[src/rtl/sequenciador_instr.sv]
`timescale 1ns/1ps
// sequenciador_instr
// Clocked instruction sequencer for the X/Y/Z register + ALU datapath.
// Takes one 3-bit opcode per valid/ready handshake. It drives the register
// control codes (tx/ty/tz) and the ALU op (tula) for a single EXEC cycle, then
// holds the registers for SETTLE_CYC cycles before pulsing done.
//
// Ports
//   clk, rst        system clock (posedge), synchronous active-high reset
//   instr_valid     opcode on instr_code is valid, held by source until accepted
//   instr_code      000 CLRLD, 001 ADD, 010 SUB, 011 DISP, 100 LOAD, others invalid
//   instr_ready     sequencer can accept (IDLE only)
//   alu_overflow    ALU overflow, sampled at the end of EXEC for ADD/SUB
//   tx, ty, tz      register control: 00 clear, 01 load, 10 hold
//   tula            ALU op: 0 = Y+X, 1 = Y-X
//   busy            high in EXEC, SETTLE, DONE
//   done, err       one-cycle completion pulse; err marks an invalid opcode
//   ovf_flag        sticky overflow, cleared by rst or CLRLD
//   instr_count     number of accepted valid opcodes, wraps
//
// state  | meaning
// -------+------------------------------------------------------------
// IDLE   | ready for an opcode, registers held
// EXEC   | single cycle driving the opcode's control codes
// SETTLE | registers held while data moves, SETTLE_CYC cycles
// DONE   | done (and err) pulse, one cycle
module sequenciador_instr #(
  parameter int SETTLE_CYC = 2,
  parameter int CNT_W      = 8
) (
  input  logic             clk,
  input  logic             rst,
  input  logic             instr_valid,
  input  logic [2:0]       instr_code,
  output logic             instr_ready,
  input  logic             alu_overflow,
  output logic [1:0]       tx,
  output logic [1:0]       ty,
  output logic [1:0]       tz,
  output logic             tula,
  output logic             busy,
  output logic             done,
  output logic             err,
  output logic             ovf_flag,
  output logic [CNT_W-1:0] instr_count
);

  localparam int SW = (SETTLE_CYC > 1) ? $clog2(SETTLE_CYC) : 1;
  localparam logic [SW-1:0] SETTLE_LOAD = SW'(SETTLE_CYC - 1);

  localparam logic [2:0] OP_CLRLD = 3'd0;
  localparam logic [2:0] OP_ADD   = 3'd1;
  localparam logic [2:0] OP_SUB   = 3'd2;
  localparam logic [2:0] OP_DISP  = 3'd3;
  localparam logic [2:0] OP_LOAD  = 3'd4;

  localparam logic [1:0] T_CLR  = 2'b00;
  localparam logic [1:0] T_LD   = 2'b01;
  localparam logic [1:0] T_HOLD = 2'b10;

  typedef enum logic [1:0] {S_IDLE, S_EXEC, S_SETTLE, S_DONE} state_t;

  state_t           state_q, state_d;
  logic [2:0]       op_q, op_d;
  logic [SW-1:0]    settle_q, settle_d;
  logic [1:0]       tx_q, tx_d, ty_q, ty_d, tz_q, tz_d;
  logic             tula_q, tula_d;
  logic             ready_q, ready_d;
  logic             busy_q, busy_d;
  logic             done_q, done_d;
  logic             err_q, err_d;
  logic             ovf_q, ovf_d;
  logic [CNT_W-1:0] count_q, count_d;

  always_comb begin
    state_d  = state_q;
    op_d     = op_q;
    settle_d = settle_q;
    tx_d     = T_HOLD;
    ty_d     = T_HOLD;
    tz_d     = T_HOLD;
    tula_d   = tula_q;
    ovf_d    = ovf_q;
    count_d  = count_q;
    done_d   = 1'b0;
    err_d    = 1'b0;

    case (state_q)
      S_IDLE: begin
        // ready_q gates acceptance so nothing is taken in the cycle right after reset
        if (instr_valid && ready_q) begin
          op_d = instr_code;
          if (instr_code <= OP_LOAD) begin
            state_d = S_EXEC;
            count_d = count_q + CNT_W'(1);
            case (instr_code)
              OP_CLRLD: begin
                tx_d = T_CLR;
                ty_d = T_CLR;
                tz_d = T_CLR;
              end
              OP_ADD: begin
                tx_d   = T_CLR;
                ty_d   = T_LD;
                tula_d = 1'b0;
              end
              OP_SUB: begin
                tx_d   = T_CLR;
                ty_d   = T_LD;
                tula_d = 1'b1;
              end
              OP_DISP: tz_d = T_LD;
              default: tx_d = T_LD;
            endcase
          end else begin
            state_d = S_DONE;
            done_d  = 1'b1;
            err_d   = 1'b1;
          end
        end
      end
      S_EXEC: begin
        state_d  = S_SETTLE;
        settle_d = SETTLE_LOAD;
        // ALU output is still valid for the pre-edge X/Y at this edge
        if ((op_q == OP_ADD || op_q == OP_SUB) && alu_overflow) ovf_d = 1'b1;
        if (op_q == OP_CLRLD) ovf_d = 1'b0;
      end
      S_SETTLE: begin
        if (settle_q == '0) begin
          state_d = S_DONE;
          done_d  = 1'b1;
        end else begin
          settle_d = settle_q - SW'(1);
        end
      end
      S_DONE: state_d = S_IDLE;
      default: state_d = S_IDLE;
    endcase

    ready_d = (state_d == S_IDLE);
    busy_d  = (state_d != S_IDLE);
  end

  always_ff @(posedge clk) begin
    if (rst) begin
      state_q  <= S_IDLE;
      op_q     <= OP_CLRLD;
      settle_q <= '0;
      tx_q     <= T_HOLD;
      ty_q     <= T_HOLD;
      tz_q     <= T_HOLD;
      tula_q   <= 1'b0;
      ready_q  <= 1'b0;
      busy_q   <= 1'b0;
      done_q   <= 1'b0;
      err_q    <= 1'b0;
      ovf_q    <= 1'b0;
      count_q  <= '0;
    end else begin
      state_q  <= state_d;
      op_q     <= op_d;
      settle_q <= settle_d;
      tx_q     <= tx_d;
      ty_q     <= ty_d;
      tz_q     <= tz_d;
      tula_q   <= tula_d;
      ready_q  <= ready_d;
      busy_q   <= busy_d;
      done_q   <= done_d;
      err_q    <= err_d;
      ovf_q    <= ovf_d;
      count_q  <= count_d;
    end
  end

  assign tx          = tx_q;
  assign ty          = ty_q;
  assign tz          = tz_q;
  assign tula        = tula_q;
  assign instr_ready = ready_q;
  assign busy        = busy_q;
  assign done        = done_q;
  assign err         = err_q;
  assign ovf_flag    = ovf_q;
  assign instr_count = count_q;

endmodule

[config.mk]
export PLATFORM = sky130hd
export DESIGN_NAME = sequenciador_instr
export DESIGN_NICKNAME = d
export VERILOG_FILES = /design/src/rtl/sequenciador_instr.sv
export SDC_FILE = /design/constraint.sdc
export NUM_CORES = 1
export LEC_CHECK = 0
export BUFFER_PORTS_ARGS = -buffer_cell sky130_fd_sc_hd__buf_2
export CELL_PAD_IN_SITES_DETAIL_PLACEMENT = 0
export CELL_PAD_IN_SITES_GLOBAL_PLACEMENT = 1
export CORE_MARGIN = 2
export CORE_UTILIZATION = 35
export DETAILED_ROUTE_END_ITERATION = 8
export GPL_TIMING_DRIVEN = 0
export MAX_ROUTING_LAYER = met4
export PLACE_DENSITY = 0.74
export SLEW_MARGIN = 20
export SYNTH_ARGS = -nofsm -noshare
export SYNTH_HDL_FRONTEND = slang
export SYNTH_SLANG_ARGS = --single-unit
[constraint.sdc]
create_clock -name clk -period 2.1 [get_ports clk]
set_input_delay 0.525 -clock clk [delete_from_list [all_inputs] [get_ports clk]]
set_output_delay 0.525 -clock clk [all_outputs]
set_load 0.05 [all_outputs]
==> results.tsv <==
stage	metric	value	unit
status	run status	finished, final reports clean	
timing	Final period util	0.8531	
timing	clock skew	0.006087	ns
die	Die Footprint	3718	um2
logic_synthesis	cells after synthesis	126	
die	IO Pins	27	
timing	Final Hold Fails	0	
place	PortBufs	24	
routing	Routed Antenna Nets	0	
timing	RSZ-0062 raised after global routing	no	
global_route	All-Layer GR Usage	0.1372	
global_route	met2 Use GR	0.2104	
global_route	met1 GRT Util	0.1815	
logic_synthesis	Synth Area in Adders	0.04405	
logic_synthesis	register area share after synthesis	0.4581	
global_route	largest net degree at the start of global routing	14	
die	Core Region	3078	um2
critical_path	R2R Setup Slk	0.31	ns
critical_path	Crit path required time	2.33	ns
critical_path	Crit path max-delay family	simple AND/OR/NAND/NOR gates	
power_and_ir_drop	Max VDD drop	234.3	uV
hold_path	worst hold endpoint	ty[1]	
layout	Antenna Cells	0	
die	Site Rows	20	
clock_network	post-CTS setup buffer count	0	
clock_network	CTS tree	yes	
timing	max-slew violations	0	
logic_synthesis	Avg Synthesized Cell Area	9.017	um2
logic_synthesis	multiplexer share of the synthesized area	0.03965	
global_route	vias in the first global route	829	
clock_network	clock input transition at the sequential cells of the worst setup and hold paths	0.14	ns
clock_network	Post-CTS Resized	0	
timing	Worst Tran Pin Value	0.4735	ns
logic_synthesis	compound-gate portion of the synthesized area	0.1498	
die	Initial Util	0.3691	
critical_path	reg-to-reg critical path startpoint	state_q[0]	
routing	total number of vias	952	
timing	hold_ws	0.4602	ns
timing	crit path time final	1.792	ns
logic_synthesis	Synth Area in XOR/XNOR	0.007709	
routing	drt total wl	2180	um
critical_path	crit path kind	flop to flop	
clock_network	Num CTS Buffers	3	
clock_network	Hold Buf Count CTS	0	
critical_path	Reg2Reg Depth	5	
routing	DRC violation count after routing	0	
layout	layout cells sized above 1	0.2484	
global_route	initial antenna violation count	0	
global_route	global routing's busiest layer	met2	
place	DP HPWL	1606	um
layout	Final #Nets	166	
critical_path	Worst path slowest cell	nor4_1	
global_route	global-route wire length before repair	3712	um
timing	final setup fails	0	
critical_path	reg2reg end	instr_count[7]	
hold_path	hold_sp	instr_code[1]	
job	Max-cap violations	0	
logic_synthesis	Mapped Area	1136	um2
logic_synthesis	Synth cell types	34	
clock_network	CTS Buffer Depth	2	
routing	DRT iter0 DRCs	20	
critical_path	Worst setup EP type	flop	
logic_synthesis	synth warn	0	
layout	layout overhead on the synthesized area	17.40	%
routing	drt wl/cell	11.07	um
clock_network	CTS root buf	clkbuf_4	
global_route	gr ovfl total	0	
clock_network	htree depth	1	
layout	storage element area	520.5	um2
place	Final Wtd Congestion	0.7457	
critical_path	CP max FO	10	
critical_path	critical path's largest stage delay	0.38	ns
die	DIE WIDTH	60.98	um
timing	Worst slew margin	0.6843	
power_and_ir_drop	PD cells	819.0	nW/um2
hold_path	HP Class	primary input to flop	
logic_synthesis	Syn Nets	137	
routing	routed vias/inst	4.832	
logic_synthesis	Synth Area in Simple Gates	0.2291	
global_route	grt met3 use	0.02559	
hold_path	hold depth	3	
critical_path	sequence of cells on the critical path	inv_1 > ha_1 > nand3_2 > nor4_1 > mux2_2	
logic_synthesis	main combinational cell family by area after synthesis	simple AND/OR/NAND/NOR gates	
clock_network	clock sink count	26	
clock_network	clock latency on the worst-skew pair	0.31	ns
layout	Core Util, Final	0.4333	
routing	Pre-antenna DRT Iters	4	
logic_synthesis	Seq cells post-synth	26	
power_and_ir_drop	static leakage	0.5400	nW
timing	Max Clk Rate	558.2	MHz
critical_path	Worst Path Buf+Inv	1	
layout	Multi-input gate area	534.3	um2
critical_path	WP data arrival	2.02	ns
timing	setup_tns	0	ns
layout	# fillers	323	
critical_path	crit start category	flop	
die	Die Height	60.98	um
==> per-layer routing <==
metal,wire length (um),vias up,share of wire
li1,-,497,-
met4,23,0,0.011
met1,1074,431,0.49
met5,0,-,0
met3,91,4,0.042
met2,991,20,0.45
==> stage by stage <==
step	setup WS (ns)	power, mW	area, um2	std cells
2_1_floorplan	0.3765	0.8267	1136	126
3_3_place_gp	0.1987	0.8933	1311	194
3_5_place_dp	0.1859	0.8975	1311	194
4_1_cts	0.2757	1.103	1334	197
5_1_grt	0.1323	1.165	1334	197
6_report	0.3084	1.092	1334	197
==> cell type report <==
class,instances,share of cell area
plain buffers,8,0.04128
clock buffers,3,0.01689
inverters,7,0.01970
multi-input cells,85,0.4006
flip-flops and latches,26,0.3902
well taps,44,0.04128
repair buffers,24,0.09006
==> synthesized netlist by cell type <==
cell | instances | area share
nor2b_1 | 5 | 0.028
a21boi_0 | 1 | 0.0066
clkbuf_1 | 2 | 0.0066
a211o_1 | 1 | 0.0077
nand3_1 | 2 | 0.0088
a31oi_1 | 3 | 0.017
buf_2 | 2 | 0.0088
a2111oi_0 | 1 | 0.0077
or4_1 | 2 | 0.013
buf_6 | 3 | 0.030
inv_1 | 7 | 0.023
mux2_2 | 4 | 0.040
nand2b_1 | 1 | 0.0055
nor2_1 | 11 | 0.036
dfxtp_1 | 26 | 0.46
nand4_1 | 2 | 0.011
and3_1 | 2 | 0.011
nand3_2 | 1 | 0.0088
nand2_1 | 13 | 0.043
o21a_4 | 1 | 0.013
o21ai_0 | 3 | 0.013
ha_1 | 4 | 0.044
a221oi_1 | 1 | 0.0077
nand3b_1 | 1 | 0.0066
or3_1 | 1 | 0.0055
and4b_1 | 1 | 0.0088
o31ai_1 | 2 | 0.013
buf_1 | 1 | 0.0033
nor4_1 | 7 | 0.039
a21oi_1 | 10 | 0.044
a21o_1 | 1 | 0.0066
nor3_1 | 1 | 0.0044
a211oi_1 | 2 | 0.013
xnor2_1 | 1 | 0.0077
==> placed cells by master (no fill, tap or decap), types with 4 or more instances in the layout <==
cell type,instances
nand2_1,13
dfxtp_1,26
ha_1,4
buf_2,26
inv_1,7
nor2_1,11
a21oi_1,10
mux2_2,4
nor2b_1,5
nor4_1,7
==> kinds of logic after synthesis <==
logic type / count (synthesis)
XOR/XNOR: 1
multiplexers: 4
adder cells (fa/ha/maj): 4
AND/OR/NAND/NOR: 50
AO/OA/AOI/OAI: 26
buffers and inverters: 15
flip-flops: 26
==> worst max path at each step <==
| stage | from | endpoint | slack, ns | cells after the start |
|---|---|---|---|---|
| final | state_q[0] | instr_count[7] | 0.31 | 5 |
| after global placement | rst | err | 0.20 | 5 |
| after global routing | state_q[0] | instr_ready | 0.13 | 6 |
| after floorplan | instr_count[0] | instr_count[4] | 0.38 | 4 |
| after CTS | state_q[0] | instr_ready | 0.28 | 6 |
| after detailed placement | rst | err | 0.19 | 5 |
==> report_power, final <==
group | total, mW | switching, mW | internal, mW
Combinational | 0.315 | 0.214 | 0.101
Sequential | 0.568 | 0.0296 | 0.539
Clock | 0.209 | 0.142 | 0.0671
==> registers in the layout, indices dropped and copies added, names as in the netlist, 2 cells and up <==
name and count:
state_q 2, ty 2, op_q 3, instr_count 8, tz 2, tx 2
==> tightest hold or removal path: cells and delay by family <==
family,cells,cell delay [ns]
buf+inv,1,0.10
simple gates,2,0.13
Power figures use the tool's default switching activity.
